[src/rtl/switch_debouncer.sv]
// rtl/switch_debouncer.sv - two-flop synchroniser and per-bit debouncer for slide switches
// Each bit accepts a new level only after it persists STABLE_CYCLES cycles; emits rise/fall strobes.
module switch_debouncer #(
   parameter int WIDTH         = 3,
   parameter int STABLE_CYCLES = 500000,
   parameter int CNT_W         = $clog2(STABLE_CYCLES + 1)
) (
   input  logic             clk,
   input  logic             reset,
   input  logic [WIDTH-1:0] sw_raw,
   output logic [WIDTH-1:0] sw_db,
   output logic [WIDTH-1:0] sw_rise,
   output logic [WIDTH-1:0] sw_fall
);

   localparam logic STABLE  = 1'b0;
   localparam logic PENDING = 1'b1;
   localparam logic [CNT_W-1:0] CNT_LAST = CNT_W'(STABLE_CYCLES - 1);
   localparam logic [CNT_W-1:0] CNT_ONE  = CNT_W'(1);

   logic [WIDTH-1:0] sync1;
   logic [WIDTH-1:0] sync2;
   logic [WIDTH-1:0] state;
   logic [CNT_W-1:0] cnt [WIDTH];

   always_ff @(posedge clk) begin
      if (reset) begin
         sync1 <= '0;
         sync2 <= '0;
      end else begin
         sync1 <= sw_raw;
         sync2 <= sync1;
      end
   end

   // State is implied by whether the synchronised input disagrees with the accepted level.
   always_comb begin
      state = '0;
      for (int i = 0; i < WIDTH; i++) begin
         state[i] = (sync2[i] != sw_db[i]) ? PENDING : STABLE;
      end
   end

   always_ff @(posedge clk) begin
      if (reset) begin
         sw_db   <= '0;
         sw_rise <= '0;
         sw_fall <= '0;
         for (int i = 0; i < WIDTH; i++) begin
            cnt[i] <= '0;
         end
      end else begin
         sw_rise <= '0;
         sw_fall <= '0;
         for (int i = 0; i < WIDTH; i++) begin
            case (state[i])
               PENDING: begin
                  if (cnt[i] == CNT_LAST) begin
                     sw_db[i]   <= sync2[i];
                     sw_rise[i] <= sync2[i];
                     sw_fall[i] <= ~sync2[i];
                     cnt[i]     <= '0;
                  end else begin
                     cnt[i] <= cnt[i] + CNT_ONE;
                  end
               end
               default: cnt[i] <= '0;
            endcase
         end
      end
   end

endmodule

[config.mk]
export PLATFORM = sky130hd
export DESIGN_NAME = switch_debouncer
export DESIGN_NICKNAME = d
export VERILOG_FILES = /design/src/rtl/switch_debouncer.sv
export SDC_FILE = /design/constraint.sdc
export NUM_CORES = 1
export LEC_CHECK = 0
export ABC_AREA = 1
export ABC_CLOCK_PERIOD_IN_PS = 1600
export CAP_MARGIN = 20
export CORE_ASPECT_RATIO = 2
export CORE_MARGIN = 4
export CORE_UTILIZATION = 50
export DETAILED_ROUTE_END_ITERATION = 8
export PLACE_DENSITY = 0.74
export SYNTH_ARGS = -nofsm -noshare
export SYNTH_HDL_FRONTEND = slang
export SYNTH_SLANG_ARGS = --single-unit
[constraint.sdc]
create_clock -name clk -period 1.6 [get_ports clk]
set_clock_uncertainty 0.05 [all_clocks]
set_input_delay 0.32 -clock clk [delete_from_list [all_inputs] [get_ports clk]]
set_output_delay 0.32 -clock clk [all_outputs]
set_load 0.01 [all_outputs]
# Word-level counts from Yosys, hierarchy flattened

Memories as Yosys holds them, arrays and structs flattened.
Cells that the tools add are included.

Input bits: 5
Memory bits (writable): 57
Register bits: 15
Memories: 1
Word-level logic and storage cells: 92

Memory list:

| memory | words | bits a word | rd ports | clocked after Yosys merged registers in | wr ports | line | text |
|---|---|---|---|---|---|---|---|
| cnt    | 3     | 19          | 3        | 0                                       | 3        | 24   | `logic [CNT_W-1:0] cnt [WIDTH];` |

Bitwise logic cells: 18
Equality and inequality tests: 6
Add/sub/neg operators: 3
Mux-type cells: 47
Reductions and logical operators: 6

Operators by type and width:

| operator              | count |
|---|---|
| $mux 19               | 9 |
| $add 19x1->19 const B | 3 |
| $eq 19x19->1 const B  | 3 |
| $mux 1                | 38 |
| $not 1->1             | 9 |
| $or 1x1->1            | 9 |
| $reduce_or 3->1       | 3 |
| $reduce_and 2->1      | 3 |
| $ne 1x1->1            | 3 |

# Depth between registers and ports, before layout

Gate-level depths: netlist of run 1.

Word-level depth: 8
Gate-level depth with buffers: 9

# Worst setup path before layout of run 1

OpenSTA, ideal clock, no wires.

Kind: register -> register
Start point: memory cnt[2][0] (netlist bit)
End point: memory cnt[2][10] (netlist bit), data pin
Buffers on the path: 1
Cell stages (with the launch flop): 8
Slack: -0.102 ns
Required time: 1.295 ns
Arrival time: 1.397 ns
Path through: edfxtp_1 > ha_1 > nand3_4 > nor3_4 > nand2_2 > nand2_4 > buf_12 > nor2_2

RTL lines:

| element         | line |
|---|---|
| start, declared | 24 |

==> run_results.csv, run 1 <==
group,metric,value,unit
synth,syn_avg_cell_area,8.17,µm²
worst_setup_path,r2r-start,"cnt[0][0]$_SDFFCE_PP0P_",
worst_setup_path,slowest_delay,0.35,ns
global_routing,antenna_found_initial,0,
clock_tree,ctsHtreeMaxLevel,3,
cells_and_area,drive_gt1_share,22.1,%
power_and_ir_drop,switching_share,21.7,%
placement,gp_congestion,0.884,
drt,drt-total-wl,8.95,mm
clock_tree,cts_tree,"built",
drt,vias_per_cell,4.86,
synth,synthFlopType,"edfxtp_1",
sta,period_needed,1.59,ns
placement,place_hpwl,6.56,mm
worst_setup_path,crit_family,"simple AND/OR/NAND/NOR gates",
sta,hold_viol,0,
drt,antenna_left,0,
synth,yosysUniqueCellTypes,32,
global_routing,grt_max_degree,20,
global_routing,grt_pass1_wl,14.9,mm
hold_path,hold_class,"register to register",
sta,fin_crit_sh,99.1,%
floorplanning,core_area,0.00789,mm²
power_and_ir_drop,power_frac_seq,49.6,%
clock_tree,cts.clk_slew.worst_paths,0.06,ns
cells_and_area,mostFrequentLayoutCell,"nand2_1",
sta,setup-violations-final,0,
floorplanning,die_x,71.6,µm
placement,placed_cells,713,
job,cap_violations,0,
clock_tree,clkSinkCount,72,
sta,rsz0062_at_grt,"yes",
placement,port_buffers,13,
synth,yosys.area.top_type,"edfxtp_1",
global_routing,grt_overflow,0,
power_and_ir_drop,power_frac_clock,43.3,%
floorplanning,dieHeight,135,µm
worst_setup_path,crit_fanout,14,
cells_and_area,syn_to_final_growth,34.8,%
floorplanning,ios,14,
global_routing,grt_use_total,19.5,%
drt,first_pass_iters,6,
clock_tree,cts.path.max_buffers,2,
cells_and_area,final_area,0.00545,mm²
worst_setup_path,path_buf_inv,1,
drt,vias,3574,
synth,syn_inst,495,
synth,synth_edf_count,57,
power_and_ir_drop,ir_worst_vdd,0.774,mV
drt,dr.first_iter.drc_count,221,
sta,clock.fmax,0.630,GHz
synth,ys_ff_latch,72,
power_and_ir_drop,p_sw,0.939,mW
cells_and_area,final_nets,642,
clock_tree,cts_root_buffer,"clkbuf_16",
worst_setup_path,worst_ep_arrival_time,1.61,ns
placement,placed_area,0.00491,mm²
cells_and_area,layout_common_cells,"nand2_1, nor2_1, inv_1, buf_4",
worst_setup_path,criticalPathCategory,"register to register",
sta,drv_slew,0,
global_routing,grt_pass1_vias,3573,
worst_setup_path,crit_slowest_cell,"edfxtp_1",
clock_tree,cts_hold_buf,0,
synth,ys.warnings.count,0,
power_and_ir_drop,p_int,3.39,mW
clock_tree,cts_buffers,9,
floorplanning,rows,46,
status,status,"complete, no violations",
power_and_ir_drop,leakage,2.20,nW
worst_setup_path,crit_start,"cnt[0][0]$_SDFFCE_PP0P_",
synth,synthTopCellsByArea,"edfxtp_1, nand2_1, nor2_1",
floorplanning,start_util,51.3,%
worst_setup_path,crit_path_end_kind,"register",
synth,synthArstFlopShare,0,%
placement,dp_worst_setup_slack,-0.204,ns
power_and_ir_drop,powerDensity,793,mW/mm²
sta,setup_ws,0.0138,ns
cells_and_area,antenna_cells_inserted,0,
sta,fin_hold_ws,0.354,ns
worst_setup_path,cp_cell_sequence,"ha_2 -> nand2_2 -> nor2_4 -> nand3_4 -> o21ai_4 -> buf_12 -> nor2_1",
hold_path,min-delay-start,"sync1[2]$_SDFF_PP0_",
worst_setup_path,startpoint_type,"register",
floorplanning,dieArea,0.00968,mm²
cells_and_area,final_cells,735,
drt,wire_per_inst,12.2,µm
cells_and_area,utilization,69.2,%
synth,netlist_area,0.00404,mm²
worst_setup_path,worst-endpoint-required,1.62,ns
synth,synth_top_cell_area_share,42.3,%
synth,ys_seq_area_share,49.8,%
cells_and_area,fillers,613,
clock_tree,worstSkewPairLatency,0.33,ns
power_and_ir_drop,comb_power_share,7.1,%
drt,drc,0,
==> final cells by class <==
| type | instances | area [µm²] | area share [%] |
|---|---|---|---|
| tap | 96 | 120 | 2.20 |
| inverter | 59 | 221 | 4.06 |
| sequential | 72 | 2010 | 36.9 |
| multi-input combinational | 416 | 2180 | 39.9 |
| clock inverter | 3 | 15.0 | 0.275 |
| timing repair buffer | 76 | 636 | 11.7 |
| clock buffer | 13 | 270 | 4.96 |
==> worst register-to-register path: cells and delay by family (launching register included) <==
kind | cells | cell delay, ns
AOI/OAI and AO/OA | 1 | 0.20
buffers and inverters | 1 | 0.16
adders and majority gates | 1 | 0.20
DFF | 1 | 0.35
and+or+nand+nor | 4 | 0.36
==> Yosys cell counts, types with 2 or more instances <==
cell and n:
a21oi_1 20, a21oi_2 3, buf_6 2, dfxtp_1 15, edfxtp_1 57, ha_1 3, inv_1 59, nand2_1 117
nand3_1 29, nand3_2 2, nand4_1 11, nor2_1 111, nor2_2 8, nor2_4 3, nor3_1 4, o21ai_0 9
o21ai_4 2, or2_2 3, xnor2_1 9, xor2_1 16
==> registers in the layout, summed over array words and instances, names as in the netlist <==
register and count:
sw_fall 3, sync2 3, sync1 3, cnt 57
sw_db 3, sw_rise 3
==> routing by layer <==
layer	global-route usage [%]	up-vias	share of wire, %
li1	-	1820	-
met1	20.4	1659	37
met2	36.3	65	56
met3	3.94	30	2.9
met4	8.68	0	4.0
met5	0	-	0
==> power groups by stage <==
| stage | Clock (mW) | Combinational [mW] | Sequential [mW] |
|---|---|---|---|
| final | 1.88 | 0.306 | 2.15 |
| after global routing | 2.01 | 0.344 | 2.15 |
| after CTS | 1.91 | 0.282 | 2.14 |
| after detailed placement | 0 | 0.268 | 2.18 |
| after global placement | 0 | 0.262 | 2.18 |
| after floorplan | 0 | 0.155 | 2.18 |
==> path summary, 6_finish.rpt <==
| check | slack [ns] | cells past startpoint | to |
|---|---|---|---|
| hold / removal | 0.35 | 2 | sync2[2]$_SDFF_PP0_ |
| setup / recovery | 0.01 | 7 | cnt[0][5]$_SDFFCE_PP0P_ |
| hold reg to reg | 0.35 | 2 | sync2[2]$_SDFF_PP0_ |
| setup reg to reg | 0.01 | 7 | cnt[0][5]$_SDFFCE_PP0P_ |
==> logic make-up (layout without fill, tap and decap cells) <==
group,Yosys count,count (layout),synth area share [%]
adders and majority gates,3,3,0.928
other,1,57,0.0927
and+or+nand+nor,295,295,31.8
AOI/OAI and AO/OA,36,36,5.41
buffers and inverters,63,151,6.62
xor gates and xnor gates,25,25,5.41
DFF,72,72,49.8
==> metrics by stage <==
step	setup TNS, ns	total power, mW
3_5_place_dp	-7.05	2.45
2_1_floorplan	0	2.33
3_3_place_gp	-4.56	2.44
6_report	0	4.33
5_1_grt	-1.98	4.51
4_1_cts	0	4.33
==> timing repair <==
item	CTS	global route
gates resized for setup	11	46
setup endpoints to repair	62	61
buffers inserted	4	2
pin swaps	3	12
gates cloned	0	0
(Power assumes the default switching activity.)
==> run 2: changes to the inputs <==
--- a/config.mk
+++ b/config.mk
@@ -13,6 +13,7 @@
 export CORE_UTILIZATION = 50
 export DETAILED_ROUTE_END_ITERATION = 8
 export PLACE_DENSITY = 0.74
+export SLEW_MARGIN = 0
 export SYNTH_ARGS = -nofsm -noshare
 export SYNTH_HDL_FRONTEND = slang
 export SYNTH_SLANG_ARGS = --single-unit
==> results of run 2 <==
Final layout, timing and power as in run 1 (identical DEF).
==> run 3: changes to the inputs <==
--- a/config.mk
+++ b/config.mk
@@ -6,13 +6,13 @@
 export NUM_CORES = 1
 export LEC_CHECK = 0
 export ABC_AREA = 1
-export ABC_CLOCK_PERIOD_IN_PS = 1600
+export ABC_CLOCK_PERIOD_IN_PS = 1700
 export CAP_MARGIN = 20
 export CORE_ASPECT_RATIO = 2
 export CORE_MARGIN = 4
 export CORE_UTILIZATION = 50
 export DETAILED_ROUTE_END_ITERATION = 8
-export PLACE_DENSITY = 0.74
+export PLACE_DENSITY = 0.71
 export SLEW_MARGIN = 0
 export SYNTH_ARGS = -nofsm -noshare
 export SYNTH_HDL_FRONTEND = slang
==> constraint.sdc (replaced) <==
create_clock -name clk -period 1.7 [get_ports clk]
set_clock_uncertainty 0.05 [all_clocks]
set_input_delay 0.34 -clock clk [delete_from_list [all_inputs] [get_ports clk]]
set_output_delay 0.34 -clock clk [all_outputs]
set_load 0.01 [all_outputs]
==> run_results.csv, run 3 (synthesized netlist as in run 1, its figures left out) <==
group,metric,value,unit
status,status,"complete, no violations",
power_and_ir_drop,ir_worst_vdd,0.610,mV
clock_tree,cts.clk_slew.worst_paths,0.06,ns
floorplanning,start_util,51.3,%
clock_tree,cts_buffers,9,
worst_setup_path,path_buf_inv,1,
hold_path,min_path_cells,2,
placement,port_buffers,13,
worst_setup_path,reg2reg_setup_slack,0.08,ns
sta,rsz0062_at_grt,"yes",
cells_and_area,antenna_cells_inserted,0,
sta,period_needed,1.62,ns
drt,vias,3416,
floorplanning,dieHeight,135,µm
placement,placed_cells,694,
floorplanning,core_area,0.00789,mm²
cells_and_area,multi_input_area,0.00201,mm²
sta,fin_crit_sh,95.4,%
clock_tree,worstSkewPairLatency,0.34,ns
power_and_ir_drop,powerDensity,821,mW/mm²
clock_tree,cts_tree,"built",
placement,gp_congestion,0.920,
global_routing,grt_pass1_vias,3425,
floorplanning,dieArea,0.00968,mm²
cells_and_area,final_area,0.00513,mm²
worst_setup_path,r2r-start,"cnt[1][1]$_SDFFCE_PP0P_",
worst_setup_path,crit_fanout,3,
cells_and_area,regMostFlops,"cnt",
sta,drv_slew,0,
worst_setup_path,r2r_end,"cnt[1][16]$_SDFFCE_PP0P_",
drt,vias_per_cell,4.80,
clock_tree,clkSinkCount,72,
clock_tree,ctsHtreeMaxLevel,3,
hold_path,min-delay-start,"sync1[1]$_SDFF_PP0_",
worst_setup_path,crit_family,"buffers and inverters",
sta,final.setup.tns,0,ns
drt,dr.first_iter.drc_count,138,
clock_tree,cts_root_buffer,"clkbuf_16",
drt,first_pass_iters,4,
power_and_ir_drop,leakage,2.10,nW
hold_path,hold_class,"register to register",
drt,drc,0,
floorplanning,ios,14,
global_routing,grt_pass1_wl,14.6,mm
cells_and_area,largest_reg_flops,57,
hold_path,holdPathEnd,"sync2[1]$_SDFF_PP0_",
worst_setup_path,crit_slowest_cell,"clkdlybuf4s50_1",
sta,setup-violations-final,0,
sta,fin_hold_ws,0.358,ns
clock_tree,cts.path.max_buffers,2,
cells_and_area,syn_to_final_growth,26.9,%
global_routing,grt_use_total,19.6,%
placement,placed_area,0.00476,mm²
cells_and_area,final_nets,618,
global_routing,grt_max_degree,20,
job,cap_violations,0,
worst_setup_path,criticalPathCategory,"register to output pin",
sta,hold_viol,0,
global_routing,antenna_found_initial,0,
worst_setup_path,startpoint_type,"register",
worst_setup_path,crit_path_end_kind,"output pin",
worst_setup_path,slowest_delay,0.54,ns
drt,drt-total-wl,8.58,mm
worst_setup_path,worst_ep_arrival_time,1.23,ns
cells_and_area,regArea,0.00201,mm²
worst_setup_path,worst-endpoint-required,1.31,ns
drt,wire_per_inst,12.1,µm
placement,place_hpwl,6.72,mm
cells_and_area,mostFrequentLayoutCell,"nand2_1",
sta,clock.fmax,0.617,GHz
power_and_ir_drop,p_total,4.21,mW
floorplanning,die_x,71.6,µm
drt,antenna_left,0,
worst_setup_path,r2r_cells,9,
worst_setup_path,crit_start,"sw_db[0]$_SDFFE_PP0P_",
worst_setup_path,cp_cell_sequence,"clkdlybuf4s50_1",
cells_and_area,drive_gt1_share,14.3,%
cells_and_area,layout_common_cells,"nand2_1, nor2_1, inv_1, edfxtp_1, conb_1",
cells_and_area,fillers,688,
cells_and_area,final_cells,711,
global_routing,grt_overflow,0,
floorplanning,rows,46,
[run 3: changes by cell type in the layout (fill, tap and decap cells not counted), moves of 4 or more]
cell     before  now
buf_4        58   37
nand2_1     112  116
nand3_1      25   29
nor2_1       91  107
nor2_2       20   11
nor2_4       11    4
[run 3: per-stage QoR]
step	util (%)	setup slack (ns)
after floorplan	-	0.0298
after global placement	60.3	-0.151
after detailed placement	60.3	-0.251
after CTS	64.6	0.00492
after global routing	65.1	-0.0457
final	65.1	0.0780
[run 3: worst max path at each step]
stage	cells past startpoint	slack [ns]	endpoint
finish	1	0.08	sw_db[0]
global route	9	-0.05	cnt[1][18]$_SDFFCE_PP0P_
CTS	1	0.005	sw_db[2]
detailed placement	5	-0.25	cnt[0][4]$_SDFFCE_PP0P_
global placement	5	-0.15	cnt[0][7]$_SDFFCE_PP0P_
floorplan	7	0.03	cnt[2][10]$_SDFFCE_PP0P_
[run 3: per-layer routing]
layer	vias up	GRT usage, %	share of wire (%)
met5	-	0	0
li1	1777	-	-
met4	0	12.8	3.1
met2	57	38.0	61
met1	1560	18.0	34
met3	22	2.67	2.0
[run 3: where the power goes]
group          internal [mW]  leakage (nW)  total, mW  switching (mW)
Clock                   1.21         0.161       1.95           0.736
Combinational         0.0981          1.23      0.242           0.144
Sequential              1.96         0.711       2.02          0.0534
[run 3: final cells by class]
class                      instances  area share (%)
multi-input combinational        416            39.1
sequential                        72            39.2
clock buffer                      12            5.63
clock inverter                     4           0.537
tap                               96            2.34
inverter                          59            4.32
timing repair buffer              52            8.83
[run 3: what timing repair did]
action | 4_1_cts | 5_1_grt
gates resized for setup | 0 | 11
buffers inserted | 1 | 0
hold endpoints to repair | 0 | 0
endpoints found under the setup margin | 18 | 44
hold buffers | 0 | 0
pin swaps | 1 | 0
